`config.mk`:
```
export PLATFORM = sky130hd
export DESIGN_NAME = score_player
export DESIGN_NICKNAME = d
export VERILOG_FILES = /design/src/rtl/score_player_pkg.sv /design/src/rtl/score_player_tone_generator.sv /design/src/rtl/score_player.sv
export SDC_FILE = /design/constraint.sdc
export NUM_CORES = 1
export LEC_CHECK = 0
export CORE_MARGIN = 10
export CORE_UTILIZATION = 45
export CTS_CLUSTER_DIAMETER = 200
export DETAILED_ROUTE_END_ITERATION = 8
export GPL_TIMING_DRIVEN = 0
export PLACE_DENSITY = 0.61
export SLEW_MARGIN = 15
export SYNTH_ARGS = -nofsm -noshare
export SYNTH_HDL_FRONTEND = slang
export SYNTH_SLANG_ARGS = --single-unit
```
`constraint.sdc`:
```
create_clock -name Clock -period 3.61 [get_ports Clock]
set_input_delay 0.722 -clock Clock [delete_from_list [all_inputs] [get_ports Clock]]
set_output_delay 0.722 -clock Clock [all_outputs]
set_load 0.05 [all_outputs]
```
`src/rtl/score_player_pkg.sv`:
```
// score_pkg: key codes, 50 MHz note half-period table and player state encoding
package score_pkg;
    localparam int KEY_REST = 0;
    localparam logic [31:0] KEY_END = '1;
    localparam int HP_WIDTH = 17;

    typedef enum logic [2:0] {IDLE, FETCH, DECODE, PLAY, GAP} playerState;

    // Keys 1..14 are C4..B5 naturals; codes outside the table fall back to B5
    function automatic logic [HP_WIDTH-1:0] note_half_period(input int unsigned key);
        case (key)
            1:       return 17'd95555;
            2:       return 17'd85132;
            3:       return 17'd75843;
            4:       return 17'd71586;
            5:       return 17'd63776;
            6:       return 17'd56818;
            7:       return 17'd50620;
            8:       return 17'd47778;
            9:       return 17'd42566;
            10:      return 17'd37921;
            11:      return 17'd35793;
            12:      return 17'd31888;
            13:      return 17'd28409;
            default: return 17'd25310;
        endcase
    endfunction
endpackage

```
`src/rtl/score_player_tone_generator.sv`:
```
// tone_generator: square-wave toggle counter; Load restarts the phase, Enable gates and holds it
module tone_generator
    import score_pkg::*;
(
    input  logic                Clock,
    input  logic                Reset,
    input  logic                Enable,
    input  logic [HP_WIDTH-1:0] HalfPeriod,
    input  logic                Load,
    output logic                Speaker
);
    logic [HP_WIDTH-1:0] count;
    logic level;

    always_ff @(posedge Clock or negedge Reset) begin
        if (!Reset) begin
            count <= '0;
            level <= 1'b0;
        end else if (Load) begin
            count <= HalfPeriod - HP_WIDTH'(1);
            level <= 1'b0;
        end else if (Enable) begin
            count <= count == '0 ? HalfPeriod - HP_WIDTH'(1) : count - HP_WIDTH'(1);
            level <= count == '0 ? ~level : level;
        end
    end

    assign Speaker = Enable & level;
endmodule

```
`src/rtl/score_player.sv`:
```
// score_player: multi-song score sequencer reading (key, duration) words and driving a speaker
module score_player
    import score_pkg::*;
#(
    parameter int SONG_BITS            = 2,
    parameter int OFFSET_BITS          = 5,
    parameter int KEY_WIDTH            = 4,
    parameter int TIME_WIDTH           = 4,
    parameter int BEAT_CYCLES          = 12_500_000,
    parameter int GAP_CYCLES           = 1_250_000,
    parameter int HALF_PERIOD_OVERRIDE = 0
) (
    input  logic                             Clock,
    input  logic                             Reset,
    input  logic                             Start,
    input  logic                             Stop,
    input  logic                             Pause,
    input  logic                             Loop,
    input  logic [SONG_BITS-1:0]             SongSel,
    output logic [SONG_BITS+OFFSET_BITS-1:0] ScoreAddr,
    input  logic [KEY_WIDTH-1:0]             ScoreKey,
    input  logic [TIME_WIDTH-1:0]            ScoreTime,
    output logic                             Speaker,
    output logic                             Busy,
    output logic                             Done
);
    localparam int OW = OFFSET_BITS;
    localparam int BW = TIME_WIDTH + 1;
    localparam int CW = $clog2(BEAT_CYCLES + 1);
    localparam int GW = $clog2(GAP_CYCLES + 2);

    playerState state, stateNext;
    logic [SONG_BITS-1:0] song, songNext;
    logic [OW-1:0] offset, offsetNext;
    logic [KEY_WIDTH-1:0] key, keyNext;
    logic [BW-1:0] beatCnt, beatNext;
    logic [CW-1:0] cycleCnt, cycleNext;
    logic [GW-1:0] gapCnt, gapNext;
    logic endFlag, endNext, paused, pausedNext, doneNext, load, nextWord;
    logic [HP_WIDTH-1:0] halfPeriod;

    always_ff @(posedge Clock or negedge Reset) begin
        if (!Reset) begin
            state    <= IDLE;
            song     <= '0;
            offset   <= '0;
            key      <= '0;
            beatCnt  <= '0;
            cycleCnt <= '0;
            gapCnt   <= '0;
            endFlag  <= 1'b0;
            paused   <= 1'b0;
            Done     <= 1'b0;
        end else begin
            state    <= stateNext;
            song     <= songNext;
            offset   <= offsetNext;
            key      <= keyNext;
            beatCnt  <= beatNext;
            cycleCnt <= cycleNext;
            gapCnt   <= gapNext;
            endFlag  <= endNext;
            paused   <= pausedNext;
            Done     <= doneNext;
        end
    end

    always_comb begin
        stateNext  = state;
        songNext   = song;
        offsetNext = offset;
        keyNext    = key;
        beatNext   = beatCnt;
        cycleNext  = cycleCnt;
        gapNext    = gapCnt;
        endNext    = endFlag;
        pausedNext = paused;
        doneNext   = 1'b0;
        load       = 1'b0;
        nextWord   = 1'b0;
        if (Stop) begin
            stateNext  = IDLE;
            pausedNext = 1'b0;
        end else begin
            if (!paused) begin
                case (state)
                    FETCH: stateNext = DECODE;
                    DECODE: begin
                        if (endFlag || ScoreKey == KEY_END[KEY_WIDTH-1:0]) begin
                            endNext    = 1'b0;
                            offsetNext = '0;
                            stateNext  = Loop ? FETCH : IDLE;
                            doneNext   = !Loop;
                        end else begin
                            stateNext = PLAY;
                            keyNext   = ScoreKey;
                            beatNext  = BW'(ScoreTime) + BW'(1);
                            cycleNext = CW'(BEAT_CYCLES - 1);
                            load      = 1'b1;
                        end
                    end
                    PLAY: begin
                        if (cycleCnt != '0)
                            cycleNext = cycleCnt - CW'(1);
                        else if (beatCnt != BW'(1)) begin
                            beatNext  = beatCnt - BW'(1);
                            cycleNext = CW'(BEAT_CYCLES - 1);
                        end else if (GAP_CYCLES != 0) begin
                            stateNext = GAP;
                            gapNext   = GW'(GAP_CYCLES - 1);
                        end else
                            nextWord = 1'b1;
                    end
                    GAP: begin
                        if (gapCnt != '0)
                            gapNext = gapCnt - GW'(1);
                        else
                            nextWord = 1'b1;
                    end
                    default: ;
                endcase
                // A wrapped offset re-reads word 0 of the same song, but the flag ends the score there
                if (nextWord) begin
                    stateNext  = FETCH;
                    offsetNext = offset + OW'(1);
                    endNext    = &offset;
                end
            end
            if (Start) begin
                stateNext  = FETCH;
                songNext   = SongSel;
                offsetNext = '0;
                endNext    = 1'b0;
                pausedNext = 1'b0;
            end else if (Pause && state != IDLE && stateNext != IDLE)
                pausedNext = !paused;
        end
    end

    assign halfPeriod = HALF_PERIOD_OVERRIDE != 0 ? HP_WIDTH'(HALF_PERIOD_OVERRIDE)
                      : note_half_period(32'(state == PLAY ? key : ScoreKey));

    tone_generator tone (
        .Clock      (Clock),
        .Reset      (Reset),
        .Enable     (state == PLAY && !paused && 32'(key) != KEY_REST),
        .HalfPeriod (halfPeriod),
        .Load       (load),
        .Speaker    (Speaker)
    );

    assign ScoreAddr = {song, offset};
    assign Busy      = state != IDLE;
endmodule

```
# After elaboration in Yosys (flattened, before gate mapping)
# Memory sizes are Yosys's and may differ from the RTL's.
# Cells that the tools add are included.
# totals
ff_bits	85
latchBits	0
ram_bits	0
rom_bits	272
in_bits	16
elab_cells	122
mem_count	1
# memory_table
memory	words	word_bits	rd	rd_ports_with_merged_regs	wr	line	text
(no name shown)	16	17	1	0	0	score_player_pkg.sv:11	case (key)
# classes
add_sub_neg	7
multipliers	0
n_div	0
order_cmp	0
eq_ne	13
shift	0
muxes	55
n_bitwise	5
n_reduce_logical	29
# ops
op	count
$mux 24	3
$mux 17	4
$mux 21	3
$pmux 24 s2	1
$pmux 21 s2	1
$mux 5	8
$sub 17x1->17 const B	2
$logic_not 28->1 const A	1
$mux 1	24
$reduce_bool 24->1	1
$sub 24x1->24 const B	1
$mux 3	7
$reduce_bool 21->1	1
$sub 21x1->21 const B	1
$logic_not 17->1	1
$reduce_bool 3->1	5
$ne 2x2->1 const B	6
$reduce_and 6->1	2
$pmux 5 s2	1
$reduce_and 5->1	2
$pmux 3 s3	1
$reduce_and 4->1	2
$reduce_bool 2->1	4
$eq 3x2->1 const B	2
17 further kinds	25

# Longest topological paths before layout
# depth
depth_word	13
mapped_depth	12

# By module
# Synthesis repeated with hierarchy kept, for this count alone.
# hier_totals
cells_unflattened	687
area_unflattened_um2	5880.6
# modules_own_cells
module	instances	cells_per_inst	area_each_um2	seq_area_each_um2
score_player	1	500	4306.6	1676.6
tone_generator	1	187	1574.0	450.4

# Worst setup path after synthesis
# No wires, ideal clock.
# synth_path
path_type	reg2reg
from	register state[1]
to	register tone.count[4]
setup_time_ns	0.129
t_arrival_ns	2.583
required_time_ns	3.481
setup_slack_ns	0.898
path_stages_with_launch	13
path_buffers	2
period_less_slack_ns	2.712
path_cell_list	dfrtp_1 > buf_2 > nand3b_1 > mux2i_1 > inv_1 > clkbuf_1 > ha_1 > a21oi_1 > ha_1 > o21ai_0 > a221o_1 > o211ai_1 > o21ai_0
# synth_via
elab_chain_cells	8
# synth_lines
element	line	text
start, declared	score_player.sv:32	playerState state, stateNext;
start signal, assigned	score_player.sv:55	state <= stateNext;
$eq 3x2->1	score_player.sv:141, score_player.sv:146	
$mux 4	score_player.sv:141	: note_half_period(32'(state == PLAY ? key : ScoreKey));
$mem_v2 16x17	-	
$mux 17	score_player_pkg.sv:11	
$sub 17x1->17	score_player_tone_generator.sv:20, score_player_tone_generator.sv:23	
$mux 17	score_player_tone_generator.sv:23	count <= count == '0 ? HalfPeriod - HP_WIDTH'(1) : count - HP_WIDTH'(1);
$mux 17	score_player_tone_generator.sv:22	end else if (Enable) begin
$mux 17	score_player_tone_generator.sv:19	end else if (Load) begin
end signal, assigned	score_player_tone_generator.sv:20	count <= HalfPeriod - HP_WIDTH'(1);
end signal, assigned	score_player_tone_generator.sv:23	
end, declared	score_player_tone_generator.sv:12	logic [HP_WIDTH-1:0] count;
# Several ways; a longest one is shown, not always the timed one. The select of a mux whose other input is x is not followed.
# A chain may end at the register's enable or synchronous reset.

# Worst setup path after layout
# layout_path
from	register state[2]
to	register tone.count[4]
# The elaborated chain is that of the path after synthesis.

==> impl_metrics.tcl <==
set metrics [dict create \
    worstMarginPinSlew_ps 916 \
    drt_iter0_drc 410 \
    relSlewSlack 0.383 \
    grt_use_met3 0.0341 \
    grt_pass1_wl_um 24200 \
    r2r-end "tone.count[4]" \
    netlist_area_sq_um 5310 \
    syn_avg_cell_area_sq_um 8.47 \
    drive_gt1_frac 0.0706 \
    firstDrtPassIters 5 \
    path_delay_family "compound AO/OA/AOI/OAI gates" \
    nets 689 \
    post-route-min-period_ps 3340 \
    ys_types 62 \
    grt_pass1_vias 4814 \
    p_per_area_nw_per_um2 470 \
    yosys_warnings 0 \
    grt_use_met1 0.249 \
    cp.required_ps 3840 \
    start_util 0.463 \
    cts_setup_buffers 0 \
    worstSkewPairLatency_ps 350 \
    vdd_ir_drop_max_uv 295 \
    area_delta_synth_final_pct 14.3 \
    regToRegSetupSlack_ps 270 \
    grt_usage 0.178 \
    cts_buffer_depth 2 \
    synth_cells 626 \
    slew_viol_final 0 \
    fin_setup_tns_ps 0 \
    antenna_found_initial 0 \
    cpPeakStageDelay_ps 450 \
    setup_violations 0 \
    p_total_uw 2850 \
    status "completed" \
    skew_ps 10.0 \
    row_count 39 \
    vias 4930 \
    arrival_ps 3560 \
    critPathBufInv 2 \
    pin_count 26 \
    hold_buffers 0 \
    syn_nets 653 \
    clk_pin_slew_ps 60 \
    cts_tree "done" \
    ant_nets 0 \
    n_antenna_cell 0 \
    grt_start_max_net_pins 51 \
    cp_cell_sequence "nand3b_1 > mux2i_1 > inv_1 > clkbuf_1 > ha_1 > a21oi_1 > ha_1 > o21ai_0 > a221o_1 > o211ai_1 > o21ai_0" \
    vias_per_cell 6.09 \
    die_h_um 129 \
    ctsRootBufferMaster "clkbuf_16" \
    remaining_drc_errors 0 \
    synth_edf_count 0 \
    yosysSeqAreaShare 0.401 \
    die_w_um 129 \
    r2r_cells 11 \
    p_leak_uw 0.00245 \
    cap_violations 0 \
    async_flop_share 1.00 \
    cp-end-kind "flip-flop" \
    crit_type "reg -> reg" \
    critPathLaunchType "flip-flop" \
    numCtsBuffers 9 \
    rsz0062_at_grt "false" \
    gr-max-usage-layer "met2" \
    worst_r2r_startpoint "state[2]" \
    period_share 0.924 \
    hold_viol_final 0 \
    cts_sinks 85 \
    wl_per_cell_um 17.6 \
    overflow 0 \
    synth_seq_cells 85 \
    htree_levels 3 \
    crit_path_max_fanout 10 \
    cp_slowest_cell "dfrtp_1" \
    routed_wirelength_um 14200 \
    io_buffers 24 \
    gp_congestion 0.915 \
    hpwl_um 10200 \
    grtUsageMet2 0.260 \
    dieArea_sq_um 16500 \
    core_area_sq_um 11500 \
    fillers 1089 \
    ys.flop_type "dfrtp_1" \
    hp-class "in -> async" \
    max_freq_ghz 0.300 \
]
[cells in the final DEF, fill, tap and decap left out, types with 5 or more instances in the layout]
cell	Yosys	final
nor3_1	30	29
buf_2	10	10
ha_1	11	11
inv_1	14	14
nand3_1	18	18
o21ai_0	55	55
a21oi_1	42	42
o31ai_1	11	11
or4_1	10	10
clkbuf_16	0	9
nand2b_1	11	11
dfrtp_1	85	85
or3_1	12	12
o211ai_1	11	11
mux2i_1	9	8
clkbuf_1	18	20
a31oi_1	12	12
a22o_1	7	7
o21ai_1	18	18
clkdlybuf4s50_1	0	23
o41ai_1	5	5
nand4_1	11	11
xnor2_1	15	15
mux2_2	6	6
xor2_1	5	5
nor2_1	44	44
nor4_1	17	17
nand2_1	67	67
[synthesized netlist by cell type (4+ instances only)]
master    count  area (sq um)
a21oi_1      42           210
a22o_1        7          61.3
a31oi_1      12          75.1
and2_1        4          25.0
and3_1        4          25.0
buf_2        10          50.1
clkbuf_1     18          67.6
dfrtp_1      85          2130
ha_1         11           138
inv_1        14          52.6
mux2_2        6          67.6
mux2i_1       9          90.1
nand2_1      67           251
nand2b_1     11          68.8
nand3_1      18          90.1
nand3b_1      4          30.0
nand4_1      11          68.8
nor2_1       44           165
nor2b_1       4          25.0
nor3_1       30           150
nor3b_1       4          30.0
nor4_1       17           106
o211ai_1     11          82.6
o21a_1        4          30.0
o21ai_0      55           275
o21ai_1      18          90.1
o22ai_1       4          25.0
o31ai_1      11          82.6
o41ai_1       5          43.8
or3_1        12          75.1
or4_1        10          75.1
xnor2_1      15           131
xor2_1        5          43.8
[where the power goes]
group / switching (uW) / internal [uW] / leakage [uW]
clock network: 388 / 603 / 0.000150
logic: 361 / 254 / 0.00123
registers: 154 / 1090 / 0.00108
[worst max-delay path by stage]
stage | from | end | slack (ps) | cells past startpoint
6_report | state[2] | tone.count[4] | 270 | 11
5_1_grt | state[2] | tone.count[4] | 80 | 11
4_1_cts | state[2] | Speaker | 110 | 4
3_5_place_dp | ScoreKey[0] | tone.count[4] | 70 | 10
3_3_place_gp | Reset | gapCnt[6] | -1420 | 1
2_1_floorplan | state[1] | tone.count[4] | 900 | 12
[kinds of logic (layout without fill, tap and decap cells)]
| family | Yosys count | in the layout | synth area share |
|---|---|---|---|
| flip-flops | 85 | 85 | 0.401 |
| XOR/XNOR | 20 | 20 | 0.0330 |
| multiplexers | 15 | 15 | 0.0297 |
| AND/OR/NAND/NOR | 258 | 258 | 0.254 |
| adder cells (fa/ha/maj) | 11 | 11 | 0.0259 |
| AO/OA/AOI/OAI | 190 | 190 | 0.219 |
| buffers and inverters | 47 | 87 | 0.0370 |
[cell type report]
class                   instances  area, sq um  share of cell area
plain buffers                  32          140              0.0231
inverters                      15         56.3             0.00928
clock inverters                 4         73.8              0.0122
clock buffers                  11          233              0.0384
well taps                     143          179              0.0295
multi-input cells             494         2990               0.493
flip-flops and latches         85         2130               0.351
repair buffers                 25          265              0.0437
[through the flow]
step / hold slack (ps) / utilization / cells / setup slack [ps] / cell area [sq um]
after floorplan: 426 / - / 626 / 898 / 5310
after global placement: 459 / 0.499 / 793 / -1420 / 5720
after detailed placement: 466 / 0.501 / 794 / 71.7 / 5750
after CTS: 360 / 0.528 / 809 / 108 / 6060
after global routing: 377 / 0.529 / 809 / 83.9 / 6060
final: 334 / 0.529 / 809 / 274 / 6060
[flip-flops by register name, indices dropped and copies added (netlist names)]
| name | flops |
|---|---|
| gapCnt | 21 |
| tone.level | 1 |
| offset | 5 |
| endFlag | 1 |
| song | 2 |
| beatCnt | 5 |
| cycleCnt | 24 |
| Done | 1 |
| state | 3 |
| key | 4 |
| paused | 1 |
| tone.count | 17 |
[per-layer routing]
| layer | vias up | routed length [um] |
|---|---|---|
| met5 | - | 0 |
| met2 | 136 | 6330 |
| met3 | 14 | 836 |
| li1 | 2404 | - |
| met1 | 2376 | 6790 |
| met4 | 0 | 249 |
[what timing repair did]
action / CTS / global route
resized for setup: 0 / 2
setup endpoints to repair: 0 / 1
hold endpoints to repair: 0 / 0
No activity file was read; power rests on OpenSTA's default activity.
==> RTL edit 1: new RTL, config.mk and constraints unchanged <==
Take the reset off `key` and load it in a clocked block of its own.
--- a/src/rtl/score_player.sv
+++ b/src/rtl/score_player.sv
@@ -46,3 +46,2 @@
             offset   <= '0;
-            key      <= '0;
             beatCnt  <= '0;
@@ -57,3 +56,2 @@
             offset   <= offsetNext;
-            key      <= keyNext;
             beatCnt  <= beatNext;
@@ -65,2 +63,6 @@
         end
+    end
+
+    always_ff @(posedge Clock) begin
+        key <= keyNext;
     end
Check against the original RTL: no difference found for any inputs over 4 cycles, from zero or initial values and one cycle with Reset low; that may be too few to reach the edited logic, so the function may still have changed.
==> RTL edit 1 against the unedited design <==
- non-clock buffer count up 2
- synthesized area up 4.2%
- combinational power down 22%
- final cell count up 3.2%
- highest routed layer unchanged
- power down 6.7%
- clock skew down 0.0025 ns
- final area up 4.5%
- worst setup slack worse by 0.079 ns
- routed wire length up 8.3%
- sequential cell count unchanged
- via count up 5.7%
- largest power group unchanged
- global-route usage up 0.84 points
==> RTL edit 1: results (changes against the unedited design) <==
The run finished with clean final reports. The count of non-CTS buffers in the layout is 59 (+3.5%). The count of port buffers added during placement came out at 25 (+4.2%).

The slowest stage cell on the critical path is sky130_fd_sc_hd__dlygate4sd2_1. The count of cell types in the netlist is 67 (+8.1%). The full die area is 17,100 sq um (+3.5%). The number of signal-net inverters in the final layout is 14 (-1). The post-cts sizing count is 7 (+7). After synthesis, the cell types taking the most area are sky130_fd_sc_hd__dfrtp_1 37%, sky130_fd_sc_hd__a21oi_1 4.1%, sky130_fd_sc_hd__o21ai_0 4.1%, sky130_fd_sc_hd__nor2_1 4.0%, sky130_fd_sc_hd__nand3_1 3.4%. The fraction of standard cell area that is sequential came to 0.339 (-0.0118). The clock insertion delay at the later pin of the skew report is 0.35 ns (about the same).

The share of post-route cells with drive strength above 1 came to 0.0814 (+0.0108). The cell sitting at the root of the clock tree is a sky130_fd_sc_hd__clkbuf_16. The met2 layer usage reported by global route is 0.291 (+0.0315).

The initial detailed-routing violation count is 440 (+7.3%). The met3 usage in global routing came out at 0.0298 (-0.00427). The met2 wire length came out at 7080 um (+12%). On the critical path the largest part of the delay comes from buffers and inverters. The post-placement cell area is 5980 sq um (+4.0%). The number of enable-type register cells in the synthesized netlist came out at 4 (+4). By count the netlist is led by 81 x sky130_fd_sc_hd__dfrtp_1, 59 x sky130_fd_sc_hd__nor2_1, 49 x sky130_fd_sc_hd__nand2_1. The share of cell area taken by multi-input logic gates is 0.510 (+0.0171). The HPWL reported at the end of detailed placement is 11,100 um (+8.8%).

The leakage power was 0.00254 uW (+3.5%). The delay contributed by the slowest stage of the critical path is 0.53 ns (+0.08 ns). The worst register-to-register path ends at tone.count[6].

The peak ir drop on the vdd network was 0.000253 V (-14%). The wire length of the first global-routing pass came out at 25,700 um (+6.1%). The total number of vias is 5,209 (+5.7%). The detailed route wirelength on metal3 is 704 um (-16%). Following the worst setup path forward leads to its endpoint at Speaker. The class of the tightest hold or removal check is input pin to asynchronous set/reset pin.

The final-layout clock buffer total is 10 (-1). The power per standard cell area came to 420 nW/um^2 (-11%). The pin count of the biggest net entering global routing is 53 (+3.9%). The routing usage on met1 was 0.247 (-0.00127).

The via count of the first global-routing pass was 5,119 (+6.3%). The post-detailed-routing wire length is 15,400 um (+8.3%). The multi-input logic cell count is 514 (+4.0%). The number of nets in the synthesized netlist was 673 (+3.1%). The sequential cell area fraction in the yosys report is 0.388 (-0.0125). The total track usage came out at 0.186 (+0.00838). The slew of the pin with the lowest slew margin was 1.13 ns (+0.212 ns). The final net count came out at 710 (+3.0%).

The portion of the layout cell area used by clock cells came out at 0.0500 (-0.000576). The setup skew after layout is 0.00749 ns (-0.00253 ns). The final-layout fill cell count came out at 1,115 (+2.4%).

The share of flip-flops with an asynchronous set or reset after synthesis came to 0.953 (-0.0471). The weighted congestion reported at the end of routability-driven placement is 0.913 (-0.24%). The data-path buffer share of cell area in the final layout came to 0.0636 (-0.00325). The data arrival time of the critical path is 2.69 ns (-0.87 ns). The detailed-routing wirelength on met1 is 7210 um (+6.3%). The largest registers in the layout are cycleCnt (24), gapCnt (21), tone.count (17).
[RTL edit 1: power breakdown]
part / switching (uW) / internal [uW] / total (uW)
clock: 396 / 606 / 1000
sequential: 115 / 1070 / 1180
combinational: 280 / 198 / 477
total: 791 / 1870 / 2660
[RTL edit 1: kinds of logic after synthesis]
family	count (synthesis)	share of synthesized area
buffers and inverters	47	0.0337
XOR/XNOR	27	0.0428
AO/OA/AOI/OAI	168	0.196
multiplexers	16	0.0303
adder cells (fa/ha/maj)	11	0.0249
flip-flops	85	0.388
AND/OR/NAND/NOR	292	0.284
[RTL edit 1: through the flow]
step	worst slack (ns)	power, uW	cells	hold WS, ns
CTS	0.00976	2670	835	0.451
global placement	-1.25	1640	818	0.478
global route	0.00276	2800	835	0.482
floorplan	0.764	1500	646	0.426
finish	0.194	2660	835	0.422
detailed placement	-0.579	1660	819	0.491
==> RTL edit 2: new RTL, same settings <==
Made on the original files. The parameter `KEY_WIDTH` goes from 4 to 6.
--- a/src/rtl/score_player.sv
+++ b/src/rtl/score_player.sv
@@ -6,3 +6,3 @@
     parameter int OFFSET_BITS          = 5,
-    parameter int KEY_WIDTH            = 4,
+    parameter int KEY_WIDTH            = 6,
     parameter int TIME_WIDTH           = 4,
Interface: changed (resized ScoreKey); port bits go from 26 to 28. The function was not compared with the original's and may differ.
==> RTL edit 2 against the unedited design <==
- synthesized area up 8.1%
- worst setup slack worse by 0.055 ns
- power is 0.12% higher
- final area increased by 10%
- sequential cell count increased by 2
- critical endpoint is now tone.count[8]
- hold slack got worse by 0.029 ns
- synthesized cell count rose by 9.3%
- routed wire length grew 4.7%
==> RTL edit 2: results (changes against the unedited design) <==
The xor-xnor portion of the synthesized cell area came out at 0.0382 (+0.00517). Compared with the post-synthesis result, the final layout area differs by 16.4%. The setup skew after layout is 0.00729 ns (-0.00273 ns). The HPWL reported at the end of detailed placement is 10,800 um (+5.4%). The count of cell types in the netlist was 74 (+19%). The final net count came out at 764 (+11%). The count of port buffers added during placement came out at 26 (+8.3%). The wire length of the first global-routing pass came out at 24,900 um (+2.6%).

The switching power total came to 880 uW (-2.5%). The data arrival time of the critical path is 3.61 ns (+0.05 ns). The data-path buffer share of cell area in the final layout came out at 0.0716 (+0.00478). The leakage power came out at 0.00278 uW (+13%). The worst-case setup slack after placement was -0.578 ns (-0.650 ns). The final cell count without fillers came out at 906 (+12%). The endpoint identified for the worst register-to-register timing path is tone.count[8].

The total track usage came out at 0.168 (-0.00931). The count of non-CTS buffers in the layout came out at 60 (+5.3%). The total number of vias was 5,291 (+7.3%). The post-placement cell area came out at 6240 sq um (+8.5%). The number of signal-net inverters in the final layout came out at 21 (+6). In the synthesized netlist, the cells that appear most often are 87 x sky130_fd_sc_hd__dfrtp_1, 87 x sky130_fd_sc_hd__nor2_1, 80 x sky130_fd_sc_hd__nand2_1. The post-synthesis adder-cell area fraction is 0.0371 (+0.0112). The portion of the layout cell area used by clock cells is 0.0484 (-0.00217). The startpoint identified for the worst register-to-register timing path is state[1]. The peak ir drop on the vdd network is 0.000238 V (-19%). The flow ran to the end, and the final reports show no timing, DRC or antenna violations. The multi-input logic area is 3400 sq um (+14%). The pin count of the biggest net entering global routing was 61 (+20%). The count of placed standard cells including taps is 883 (+11%). The via count of the first global-routing pass came to 4,958 (+3.0%).
==> RTL edit 2: cell types whose count changed after synthesis, moves of 7 or more <==
cell,delta
sky130_fd_sc_hd__nor2_1,+43
sky130_fd_sc_hd__xor2_1,+14
sky130_fd_sc_hd__nand2_1,+13
sky130_fd_sc_hd__o21ai_1,-12
sky130_fd_sc_hd__xnor2_1,-9
sky130_fd_sc_hd__nor4_1,-8
sky130_fd_sc_hd__inv_1,+7
sky130_fd_sc_hd__nand2b_1,-7
==> RTL edit 2: worst max-delay path by stage <==
| stage | slack (ns) | end | depth (start not counted) | from |
|---|---|---|---|---|
| floorplan | 0.10 | tone.count[12] | 16 | state[0] |
| global placement | -1.51 | gapCnt[7] | 1 | Reset |
| detailed placement | -0.58 | tone.count[12] | 14 | ScoreKey[1] |
| CTS | 0.02 | tone.count[8] | 13 | ScoreKey[2] |
| global route | 0.008 | cycleCnt[12] | 8 | ScoreKey[1] |
| finish | 0.22 | tone.count[8] | 14 | state[1] |
==> RTL edit 2: power groups by stage <==
stage | clock (uW) | combinational (uW) | sequential (uW)
3_3_place_gp | 0 | 538 | 1280
6_report | 1010 | 575 | 1270
2_1_floorplan | 0 | 397 | 1260
4_1_cts | 1040 | 564 | 1270
3_5_place_dp | 0 | 554 | 1280
5_1_grt | 1080 | 650 | 1290
==> RTL edit 2: routing by layer <==
metal  vias to the layer above  GRT usage  part of all wire
met2                       125      0.260              0.46
met5                         -          0                 0
met3                        29     0.0318             0.046
met1                      2551      0.227              0.48
met4                         0     0.0642             0.020
li1                       2586          -                 -
==> RTL edit 2: cell families after synthesis <==
logic type	after synthesis
xor+xnor	25
buf+inv	47
simple gates	304
mux	17
compound gates	187
fa+ha+maj	17
flops	87
